[src/rtl/cache_trace_writer.sv]
// rtl/cache_trace_writer.sv - serializes cache access records into ASCII trace lines
module cache_trace_writer #(
  parameter bit PREFIX_EN = 1'b1,
  parameter bit HIT_FIELD = 1'b0
) (
  input  logic        clk,
  input  logic        rst_n,
  input  logic        req_valid,
  output logic        req_ready,
  input  logic [31:0] req_addr,
  input  logic        req_hit,
  output logic        tx_valid,
  input  logic        tx_ready,
  output logic [7:0]  tx_data,
  output logic        tx_last,
  output logic        busy,
  output logic [31:0] access_count,
  output logic [31:0] hit_count
);

  typedef enum logic [2:0] {
    IDLE  = 3'd0,
    PFX0  = 3'd1,
    PFX1  = 3'd2,
    DIGIT = 3'd3,
    SEP   = 3'd4,
    FLAG  = 3'd5,
    EOL   = 3'd6
  } state_t;

  state_t      state_q, state_d;
  logic [2:0]  idx_q, idx_d;
  logic [31:0] addr_q;
  logic        hit_q;
  logic [31:0] access_q, hit_cnt_q;
  logic        capture, advance;
  logic [31:0] addr_src;
  logic        hit_src;
  logic [3:0]  nib;
  logic [7:0]  byte_d;

  assign capture  = req_valid && (state_q == IDLE);
  assign advance  = tx_valid && tx_ready;
  // On the capture edge the record is not latched yet, so the first byte comes straight from the request.
  assign addr_src = capture ? req_addr : addr_q;
  assign hit_src  = capture ? req_hit  : hit_q;

  assign req_ready    = (state_q == IDLE);
  assign busy         = (state_q != IDLE);
  assign access_count = access_q;
  assign hit_count    = hit_cnt_q;

  function automatic logic [7:0] hex_ascii(input logic [3:0] n);
    if (n < 4'd10) hex_ascii = 8'h30 + {4'h0, n};
    else           hex_ascii = 8'h57 + {4'h0, n};
  endfunction

  // Next state and nibble index; every non-idle state waits for a byte handshake.
  always_comb begin
    state_d = state_q;
    idx_d   = idx_q;
    case (state_q)
      IDLE: if (capture) begin
        state_d = PREFIX_EN ? PFX0 : DIGIT;
        idx_d   = 3'd7;
      end
      PFX0: if (advance) state_d = PFX1;
      PFX1: if (advance) begin
        state_d = DIGIT;
        idx_d   = 3'd7;
      end
      DIGIT: if (advance) begin
        if (idx_q == 3'd0) state_d = HIT_FIELD ? SEP : EOL;
        else               idx_d   = idx_q - 3'd1;
      end
      SEP:  if (advance) state_d = FLAG;
      FLAG: if (advance) state_d = EOL;
      EOL:  if (advance) state_d = IDLE;
      default: state_d = IDLE;
    endcase
  end

  // Pick the nibble that the next DIGIT byte will encode, most significant first.
  always_comb begin
    nib = 4'h0;
    case (idx_d)
      3'd7: nib = addr_src[31:28];
      3'd6: nib = addr_src[27:24];
      3'd5: nib = addr_src[23:20];
      3'd4: nib = addr_src[19:16];
      3'd3: nib = addr_src[15:12];
      3'd2: nib = addr_src[11:8];
      3'd1: nib = addr_src[7:4];
      default: nib = addr_src[3:0];
    endcase
  end

  // Byte for the state being entered; unchanged state gives an unchanged byte, which holds data under backpressure.
  always_comb begin
    byte_d = 8'h00;
    case (state_d)
      PFX0:  byte_d = 8'h30;
      PFX1:  byte_d = 8'h78;
      DIGIT: byte_d = hex_ascii(nib);
      SEP:   byte_d = 8'h20;
      FLAG:  byte_d = hit_src ? 8'h68 : 8'h6D;
      EOL:   byte_d = 8'h0A;
      default: byte_d = 8'h00;
    endcase
  end

  // State, record latch and registered byte outputs.
  always_ff @(posedge clk or negedge rst_n) begin
    if (!rst_n) begin
      state_q  <= IDLE;
      idx_q    <= 3'd0;
      addr_q   <= 32'h0;
      hit_q    <= 1'b0;
      tx_valid <= 1'b0;
      tx_data  <= 8'h00;
      tx_last  <= 1'b0;
    end else begin
      state_q  <= state_d;
      idx_q    <= idx_d;
      if (capture) begin
        addr_q <= req_addr;
        hit_q  <= req_hit;
      end
      tx_valid <= (state_d != IDLE);
      tx_data  <= byte_d;
      tx_last  <= (state_d == EOL);
    end
  end

  // Saturating access and hit counters, bumped at the capture edge.
  always_ff @(posedge clk or negedge rst_n) begin
    if (!rst_n) begin
      access_q  <= 32'h0;
      hit_cnt_q <= 32'h0;
    end else if (capture) begin
      if (access_q != 32'hFFFF_FFFF) access_q <= access_q + 32'd1;
      if (req_hit && (hit_cnt_q != 32'hFFFF_FFFF)) hit_cnt_q <= hit_cnt_q + 32'd1;
    end
  end

endmodule
[config.mk]
export PLATFORM = sky130hd
export DESIGN_NAME = cache_trace_writer
export DESIGN_NICKNAME = d
export VERILOG_FILES = /design/src/rtl/cache_trace_writer.sv
export SDC_FILE = /design/constraint.sdc
export NUM_CORES = 1
export LEC_CHECK = 0
export ABC_AREA = 0
export ABC_CLOCK_PERIOD_IN_PS = 5380
export BUFFER_PORTS_ARGS = -buffer_cell sky130_fd_sc_hd__buf_2
export CAP_MARGIN = 20
export CORE_MARGIN = 3
export CORE_UTILIZATION = 59
export DETAILED_ROUTE_END_ITERATION = 10
export GPL_TIMING_DRIVEN = 0
export PLACE_DENSITY = 0.85
export SLEW_MARGIN = 20
export SYNTH_ARGS = -nofsm -noshare
export SYNTH_HDL_FRONTEND = slang
export SYNTH_SLANG_ARGS = --single-unit
[constraint.sdc]
create_clock -name clk -period 5.38 [get_ports clk]
set_input_delay 0.807 -clock clk [delete_from_list [all_inputs] [get_ports clk]]
set_output_delay 0.807 -clock clk [all_outputs]
set_load 0.005 [all_outputs]
==> summary.txt <==
H-tree levels -> 3
Final min period -> 4026 ps
post-synth cell types -> 62
XOR/XNOR share of the synthesized area -> 10.12%
register area share after synthesis -> 52.24%
first-pass GRT wire length -> 20,130 µm
DIE HEIGHT -> 101.4 µm
DRT Pass-1 Iters -> 4
Final period util -> 74.84%
row cnt -> 34
initial antenna violation count -> 2
Hold Crit Class -> input port to asynchronous set/reset pin
ys flop type -> dfrtp_1
Max Slew Vio Count -> 0
clock sink count -> 112
asr flop ratio synth -> 100.0%
crit path kind -> register to register
clk root buf -> clkbuf_8
Worst EP required -> 5670 ps
Internal Pwr Total -> 0.001722 W
Core Region -> 0.008763 mm²
fill count -> 680
critical path capture point type -> register
Cells after Synth -> 532
Die Footprint -> 0.01027 mm²
Area Overhead vs Synth -> 16.72%
synth warn -> 0
TNS Setup -> 0 ps
Flop pwr share -> 40.6%
Max FO, Critical Path -> 10
gr ovfl total -> 0
via/cell ratio -> 5.708
Setup-failing EPs final -> 0
initial drt markers -> 228
clk_lat worst skew -> 370 ps
commonest non-fill, non-tap cell in the layout -> buf_2
switching pwr -> 0.001088 W
# DRC -> 0
Mean Syn Cell Area -> 10.08 µm²
Yosys reg bits -> 112
Final Hold Violating Endpoints -> 0
worst-case vdd ir drop -> 0.0002815 V
Critical Path AT -> 4320 ps
synth top area cells -> dfrtp_1 52%, nand2_1 7.6%, xnor2_1 7.5%
main combinational cell family by area after synthesis -> simple AND/OR/NAND/NOR gates
pin count of the biggest net entering global routing -> 69
Slew @ Worst Pin -> 804.3 ps
Routed WL -> 12,180 µm
CTS buffer count -> 9
CTS resizes -> 0
Synth Area in Simple Gates -> 21.76%
max-cap viol count -> 0
share of post-route cells with drive strength above 1 -> 23.07%
Die X -> 101.4 µm
status -> completed
CTS tree -> yes
placer's final routability congestion estimate -> 0.9559
pwr dens -> 448.7 mW/mm²
Post-Layout Cell Count -> 768
Detail Placement HPWL -> 9068 µm
crit start category -> register
Clk network pwr share -> 16.3%
leak pwr -> 3.232 nW
GRT Resource Usage Total -> 24.52%
dpl cells -> 752
Ports -> 113
switching share of power -> 38.71%
clk slew on worst S/H paths -> 100 ps
via count -> 4,384
Net Count, Synth -> 574
final antenna-violating net count -> 0
mux share of post-synthesis cell area -> 3.125%
Yosys top cell by area -> dfrtp_1
Port Buffers -> 111
# hold bufs at CTS -> 0
Logic pwr share -> 43.0%
RSZ-0062 raised after global routing -> no
routed length per instance -> 15.86 µm
top-area cell type share of the netlist area -> 52.24%
maximum clock path buffer count -> 2
clock skew -> 15.70 ps
most frequent cells in the layout -> 114 x buf_2, 112 x dfrtp_1, 108 x nand2_1
nets@finish -> 697
postcts setup bufs -> 0
number of global-route vias before repair -> 4,223
fmax -> 248.4 MHz
Post-synth EDFFs -> 0
Initial Util -> 61.22%
Post-Synth Adder-Cell Area -> 1.166%
Synth Cell Area -> 0.005365 mm²
compound-gate portion of the synthesized area -> 8.279%
Rel. slew slack -> 45.67%
[worst max-delay path: stages, from the launching register on]
cell	delay (ps)
dfrtp_1	450
clkbuf_1	250
nor4b_2	680
buf_2	350
buf_4	240
mux2i_1	270
nand3_1	100
o211ai_1	130
o311ai_1	190
nand2_1	160
ha_1	170
or3b_1	370
or4b_1	490
nand3_1	100
[registers in the layout, indices dropped and copies added (netlist names)]
register      count
tx_last           1
addr_q           32
access_count     32
state_q           3
tx_valid          1
idx_q             3
hit_q             1
tx_data           7
hit_count        32
[power by group through the flow]
stage | clock network [W] | registers (W) | logic, W
final | 0.000459 | 0.00114 | 0.00121
after floorplan | 0 | 0.00114 | 0.000891
after detailed placement | 0 | 0.00116 | 0.00120
after global routing | 0.000502 | 0.00116 | 0.00135
after CTS | 0.000467 | 0.00114 | 0.00121
after global placement | 0 | 0.00115 | 0.00115
[final cells by class]
type	count	area, µm²	area share (%)
Sequential cell	112	2803	44.76
Clock inverter	4	28.78	0.4595
Inverter	23	86.33	1.379
Multi-Input combinational cell	380	2389	38.14
Clock buffer	11	141.4	2.258
Antenna cell	1	2.502	0.03996
Tap cell	108	135.1	2.158
Timing Repair Buffer	112	589.3	9.411
Buffer	17	87.58	1.399
[per-stage QoR]
step / total power (W) / instance area [µm²] / utilization [%] / hold slack, ps / worst slack (ps)
finish: 0.002810 / 6262 / 71.46 / 348.8 / 1354
global route: 0.003017 / 6262 / 71.46 / 365.7 / 1065
CTS: 0.002816 / 6260 / 71.43 / 360.8 / 1337
detailed placement: 0.002359 / 6090 / 69.49 / 461.9 / 1252
global placement: 0.002301 / 6056 / 69.10 / 449.0 / 1280
floorplan: 0.002027 / 5365 / - / 433.5 / 1688
[routing by layer]
metal  vias up  share of wire (%)  GRT usage (%)
li1       2075                  -              -
met1      2122                 41          31.64
met2       165                 52          42.35
met3        20                6.4          4.890
met4         2                1.4          6.748
met5         -              0.090              0
[path summary, 6_finish.rpt]
check | start | end | slack [ps] | cells past startpoint
max | state_q[0]$_DFF_PN0_ | tx_data[2]$_DFF_PN0_ | 1350 | 13
min | rst_n | tx_data[4]$_DFF_PN0_ | 350 | 1
max reg2reg | state_q[0]$_DFF_PN0_ | tx_data[2]$_DFF_PN0_ | 1350 | 13
min reg2reg | hit_q$_DFF_PN0_ | hit_q$_DFF_PN0_ | 480 | 2
max in group asynchronous | rst_n | access_count[11]$_DFFE_PN0P_ | 4370 | 2
min in group clk | hit_q$_DFF_PN0_ | hit_q$_DFF_PN0_ | 480 | 2
[cells in the mapped netlist, types with 2 or more instances]
cell	number
inv_2	4
nor4_1	4
xnor2_1	46
and3_1	14
a21o_1	2
a31oi_1	2
buf_2	4
and4_1	9
ha_1	5
a21oi_1	9
and2_1	6
o2111ai_1	2
dfrtp_1	112
nand2_1	108
o21ai_0	7
buf_4	3
clkbuf_1	9
mux2_2	4
nand2b_1	4
o21a_1	2
a41oi_1	2
o31ai_1	2
mux2i_1	10
o31a_1	3
xor2_1	16
nor3_1	3
a211oi_1	4
nor2_1	29
nand3_1	28
inv_1	18
o21ai_1	4
or4b_1	3
o211ai_1	8
nand4_1	18
[cells by family (layout without fill, tap and decap cells)]
kind of cell             Yosys count  count (layout)
multiplexers                      15              15
other                              1               2
buffers and inverters             40             167
AND/OR/NAND/NOR                  238             238
adder cells (fa/ha/maj)            5               5
AO/OA/AOI/OAI                     59              59
flip-flops                       112             112
XOR/XNOR                          62              62
Note: power is estimated with default switching activity, not from simulation.
